<file path="config.mk">
export PLATFORM = sky130hd
export DESIGN_NAME = race_timer
export DESIGN_NICKNAME = d
export VERILOG_FILES = /design/src/rtl/race_timer_pkg.sv /design/src/rtl/race_timer_tick_gen.sv /design/src/rtl/race_timer.sv
export SDC_FILE = /design/constraint.sdc
export NUM_CORES = 1
export LEC_CHECK = 0
export BUFFER_PORTS_ARGS = -buffer_cell sky130_fd_sc_hd__buf_4
export CAP_MARGIN = 20
export CORE_MARGIN = 2
export CORE_UTILIZATION = 57
export CTS_BUF_LIST = sky130_fd_sc_hd__clkbuf_16
export CTS_CLUSTER_DIAMETER = 200
export DETAILED_ROUTE_END_ITERATION = 16
export GPL_TIMING_DRIVEN = 0
export PLACE_DENSITY = 0.88
export SYNTH_ARGS = -nofsm -noshare
export SYNTH_HDL_FRONTEND = slang
export SYNTH_SLANG_ARGS = --single-unit
</file>
<file path="constraint.sdc">
create_clock -name clk -period 2.6 [get_ports clk]
set_input_delay 0.26 -clock clk [delete_from_list [all_inputs] [get_ports clk]]
set_output_delay 0.26 -clock clk [all_outputs]
set_load 0.005 [all_outputs]
</file>
<file path="src/rtl/race_timer_pkg.sv">
// rtl/race_timer_pkg.sv - shared race state encoding and sizing helpers
package race_timer_pkg;

  typedef enum logic [1:0] {
    ST_IDLE    = 2'd0,
    ST_RUNNING = 2'd1,
    ST_DONE    = 2'd2
  } state_e;

  localparam int unsigned TIME_W_DEF = 16;

  function automatic int unsigned cnt_width(input int unsigned n);
    return (n > 1) ? $clog2(n) : 1;
  endfunction

endpackage

</file>
<file path="src/rtl/race_timer_tick_gen.sv">
// rtl/race_timer_tick_gen.sv - divides clk down to one tick per TICK_HZ time unit
module race_timer_tick_gen
  import race_timer_pkg::*;
#(
  parameter int unsigned CLK_HZ  = 65_000_000,
  parameter int unsigned TICK_HZ = 100
) (
  input  logic clk,
  input  logic rst_n,
  input  logic en,
  input  logic clr,
  output logic tick
);

  localparam int unsigned DIV = CLK_HZ / TICK_HZ;
  localparam int unsigned CW  = cnt_width(DIV);
  localparam logic [CW-1:0] TERM = CW'(DIV - 1);

  logic [CW-1:0] cnt_q, cnt_d;

  assign tick = en && (cnt_q == TERM);

  // Held at zero while disabled so every race and every lap starts a full period.
  always_comb begin
    cnt_d = cnt_q + 1'b1;
    if (!en || clr || tick) cnt_d = '0;
  end

  always_ff @(posedge clk) begin
    if (!rst_n) cnt_q <= '0;
    else        cnt_q <= cnt_d;
  end

endmodule

</file>
<file path="src/rtl/race_timer.sv">
// rtl/race_timer.sv - race sequencer: lap timing, checkpoint-armed crossings, lap counting
module race_timer
  import race_timer_pkg::*;
#(
  parameter int unsigned CLK_HZ  = 65_000_000,
  parameter int unsigned TICK_HZ = 100,
  parameter int unsigned TIME_W  = TIME_W_DEF,
  parameter int unsigned LAPS    = 3
) (
  input  logic              clk,
  input  logic              rst_n,
  input  logic              start,
  input  logic              finish_line,
  input  logic              checkpoint,
  output logic [TIME_W-1:0] bin_out,
  output logic              lap_finished,
  output logic [3:0]        lap_count,
  output logic              running,
  output logic              race_over
);

  localparam logic [TIME_W-1:0] TIME_MAX = '1;
  localparam logic [3:0]        LAST_LAP = 4'(LAPS - 1);

  state_e            state_q, state_d;
  logic [TIME_W-1:0] bin_q, bin_d;
  logic [3:0]        lap_cnt_q, lap_cnt_d;
  logic              lap_fin_q, armed_q, armed_d, fl_q, cp_q;
  logic              fl_rise, cp_rise, is_run, valid, tick;

  assign fl_rise = finish_line & ~fl_q;
  assign cp_rise = checkpoint & ~cp_q;
  assign is_run  = (state_q == ST_RUNNING);
  // Uses last cycle's armed so a checkpoint rising with the finish line only arms the next lap.
  assign valid   = is_run & fl_rise & armed_q;

  race_timer_tick_gen #(
    .CLK_HZ (CLK_HZ),
    .TICK_HZ(TICK_HZ)
  ) u_tick_gen (
    .clk  (clk),
    .rst_n(rst_n),
    .en   (is_run),
    .clr  (valid),
    .tick (tick)
  );

  always_comb begin
    state_d   = state_q;
    bin_d     = bin_q;
    lap_cnt_d = lap_cnt_q;
    armed_d   = armed_q;
    case (state_q)
      ST_IDLE: begin
        bin_d     = '0;
        lap_cnt_d = '0;
        armed_d   = 1'b0;
        if (start) state_d = ST_RUNNING;
      end
      ST_RUNNING: begin
        if (valid) begin
          bin_d     = '0;
          lap_cnt_d = lap_cnt_q + 4'd1;
          armed_d   = 1'b0;
          if (lap_cnt_q == LAST_LAP) state_d = ST_DONE;
        end else if (tick && (bin_q != TIME_MAX)) begin
          bin_d = bin_q + 1'b1;
        end
        if (cp_rise) armed_d = 1'b1;
      end
      ST_DONE: begin
        armed_d = 1'b0;
        if (start) begin
          state_d   = ST_IDLE;
          lap_cnt_d = '0;
          bin_d     = '0;
        end
      end
      default: state_d = ST_IDLE;
    endcase
  end

  always_ff @(posedge clk) begin
    if (!rst_n) begin
      state_q   <= ST_IDLE;
      bin_q     <= '0;
      lap_cnt_q <= '0;
      lap_fin_q <= 1'b0;
      armed_q   <= 1'b0;
      fl_q      <= 1'b0;
      cp_q      <= 1'b0;
    end else begin
      state_q   <= state_d;
      bin_q     <= bin_d;
      lap_cnt_q <= lap_cnt_d;
      lap_fin_q <= valid;
      armed_q   <= armed_d;
      fl_q      <= finish_line;
      cp_q      <= checkpoint;
    end
  end

  assign bin_out      = bin_q;
  assign lap_finished = lap_fin_q;
  assign lap_count    = lap_cnt_q;
  assign running      = is_run;
  assign race_over    = (state_q == ST_DONE);

endmodule

</file>
==> impl_summary.log <==
[metrics] outcome: finished, final reports clean
[metrics] Total Die Area: between 4000 and 5000 sq um
[metrics] combined area of all synthesized cells: 2200 sq um
[metrics] number of cells produced by synthesis: 260
[metrics] GR Layer Usage met2: 0.418
[metrics] number of vias in the routed layout: 2026
[metrics] total count of max-transition violations in the final report: 0
[metrics] buffers added on ports: 26
[metrics] Final Skew: 5.14 ps
[metrics] share of layout cells above drive strength 1: 0.143
[metrics] std cell rows: 22
[metrics] number of iterations in the first detailed-routing pass: 4
[metrics] Avg Vias per Cell: 5.92
[metrics] depth of the worst register-to-register path: 6
[metrics] cell at the root of the clock tree: clkbuf_16
[metrics] die extent in y: 66.1 um
[metrics] #FFs+latches synth: 46
[metrics] Routed WL per cell: 14.3 um
[metrics] max-capacitance violation count: 0
[metrics] clock sink total: 46
[metrics] classification of the worst setup path: reg -> reg
[metrics] net count of the finished layout: just over 300
[metrics] crit path setup slack, layout: 149 ps
[metrics] r2r setup slk: 150 ps
[metrics] Max IR drop VDD: 0.000391 V
[metrics] Hold Buf Count CTS: 0
[metrics] wire length of the first global-routing pass: 8270 um
[metrics] cell leakage power: 0.925 nW
[metrics] Peak Freq: 0.408 GHz
[metrics] Num CTS Buffers: 5
[metrics] global-route usage over all layers: 0.244
[metrics] largest buffer count on any clock path: 2
[metrics] share of synthesized area occupied by flip-flops and latches: 0.419
[metrics] number of enable flip-flop cells after synthesis: 0
[metrics] sort of element at the start of the critical path: flop
[metrics] vias in the first global route: 1880
[metrics] required arrival time at the worst endpoint: 2750 ps
[metrics] Worst Hold Class: in -> reg
[metrics] async set-or-reset flop fraction in the synthesized netlist: 0
[metrics] post-route DRC violation count: 0
[metrics] mean post-synth cell area: 8.46 sq um
[metrics] top-level port count: 28
[metrics] headroom to the max-slew limit: 0.459
[metrics] core footprint: 3690 sq um
[metrics] data arrival time of the worst path: 2600 ps
[metrics] initial core utilization: 0.596
[metrics] global route overflow: 0
[metrics] YS warnings: 0
[metrics] Synthesized Nets: 269
[metrics] Area after DPL: 2450 sq um
[metrics] final routed wirelength across all metal layers: 4890 um
[metrics] total design power: roughly 1.6 mW
[metrics] slew at the pin closest to its max-slew limit: 805 ps
[metrics] DP HPWL: 3330 um
[metrics] primary flip-flop cell chosen by synthesis mapping: dfxtp_1
[metrics] number of unique standard cell types used by synthesis: 47
[metrics] most used routing layer in global routing: met2
[metrics] final standard cell area without fillers: 2650 sq um
[metrics] initial antenna violation count: 0
[metrics] final hold violations: 0
[metrics] hold path cells: 2
[metrics] fraction of the cycle the final worst path needs: 0.943
[metrics] CTS clock-pin slew for the worst setup and hold paths: 60 ps
[metrics] number of violations reported at the end of detailed-routing iteration 0: 146
[metrics] maximum number of pins on one net before global-route repair: 15
[metrics] final critical-path required period: 2450 ps
[metrics] count of buffers added by post-CTS timing repair for setup: 0
[metrics] Total Negative Setup Slacks: 0 ps
[metrics] RePlAce Congestion: 0.838
[metrics] CP max FO: 10
[metrics] GRT met1 Usage: 0.306
[metrics] Max H-tree Level: 2
[metrics] clk_lat worst skew: 280 ps
[metrics] number of setup violations in the final report: 0
[metrics] antenna viol nets, final: 0
[metrics] CTS-repair resized insts: 0
[metrics] pre-CTS WS: 146 ps
[metrics] nature of the critical path endpoint: flop
[metrics] met3 GRT Util: 0.0426
[metrics] unrepaired setup endpoints after global routing: false
[metrics] TritonCTS clock tree: built
[metrics] area growth from synthesis to final layout: 20.5%
[metrics] Pwr per Cell Area: 595 nW/um^2
[metrics] Die X-Extent: 66.1 um
[metrics] diode count: 0
cell families after synthesis:
| logic type | count (synthesis) | synth area share |
|---|---|---|
| AOI/OAI and AO/OA | 40 | 0.127 |
| xor gates and xnor gates | 20 | 0.0796 |
| adders and majority gates | 4 | 0.0228 |
| buffers and inverters | 15 | 0.0262 |
| DFF | 46 | 0.419 |
| muxes | 1 | 0.00455 |
| and+or+nand+nor | 134 | 0.321 |
synthesized netlist by cell type, types with 6 or more instances:
master	instances	area, sq um
dfxtp_1	46	921
inv_1	7	26.3
and3_1	6	37.5
nand2_1	19	71.3
nor3_1	8	40.0
a21oi_1	13	65.1
clkbuf_1	7	26.3
or3_1	6	37.5
xor2_1	15	131
nand4_1	11	68.8
nor2_1	33	124
nand3_1	23	115
path summary, 6_finish.rpt:
check	start	end
worst min register to register	u_tick_gen.cnt_q[0]$_SDFF_PP0_	u_tick_gen.cnt_q[0]$_SDFF_PP0_
worst min-delay path	checkpoint	cp_q$_SDFF_PN0_
worst max-delay path	u_tick_gen.cnt_q[6]$_SDFF_PP0_	bin_out[11]$_SDFFE_PN0P_
worst max register to register	u_tick_gen.cnt_q[6]$_SDFF_PP0_	bin_out[11]$_SDFFE_PN0P_
report_power, final:
part / switching (mW) / total, mW / internal [mW]
registers: 0.00552 / 0.717 / 0.712
clock network: 0.257 / 0.804 / 0.547
logic: 0.0352 / 0.0564 / 0.0212
flip-flops by register name (all words and copies together) (netlist names):
name,cells
u_tick_gen.cnt_q,20
state_q,2
lap_count,4
fl_q,1
lap_finished,1
armed_q,1
cp_q,1
bin_out,16
placed cells by master (no fill, tap or decap), types with 4 or more instances in the layout:
| master | instances |
|---|---|
| dfxtp_1 | 46 |
| nor2_1 | 33 |
| buf_4 | 26 |
| nand3_1 | 23 |
| nand2_1 | 19 |
| xor2_1 | 15 |
| a21oi_1 | 13 |
| nand4_1 | 11 |
| nor3_1 | 8 |
| clkbuf_1 | 7 |
| inv_1 | 7 |
| and3_1 | 6 |
| or3_1 | 6 |
| o21ai_1 | 5 |
| xnor2_1 | 5 |
| clkbuf_16 | 5 |
| or4_1 | 4 |
| o31ai_1 | 4 |
| ha_1 | 4 |
critical path, cell delays in order (launching register included):
cell,delay [ps]
dfxtp_1,370
or4_4,560
a211o_1,350
a311o_4,390
buf_2,210
o41ai_2,330
a21oi_1,100
layer usage:
layer  routed length (um)  vias up
met5                    0        -
met4                   59        0
met3                  221        7
met2                 2410       53
met1                 2200      961
li1                     -     1005
cell type report:
cell class | instances | area, sq um
Buffer | 8 | 31.3
Clock buffer | 5 | 125
Clock inverter | 3 | 63.8
Fill cell | 299 | 1040
Inverter | 7 | 26.3
Multi-Input combinational cell | 199 | 1230
Sequential cell | 46 | 921
Tap cell | 48 | 60.1
Timing Repair Buffer | 26 | 195
metrics by stage:
| stage | instances | util | hold WS [ps] |
|---|---|---|---|
| 2_1_floorplan | 260 | - | 382 |
| 3_3_place_gp | 334 | 0.666 | 454 |
| 3_5_place_dp | 334 | 0.666 | 467 |
| 4_1_cts | 342 | 0.717 | 192 |
| 5_1_grt | 342 | 0.719 | 199 |
| 6_report | 342 | 0.719 | 189 |
Note: power is estimated with default switching activity, not from simulation.
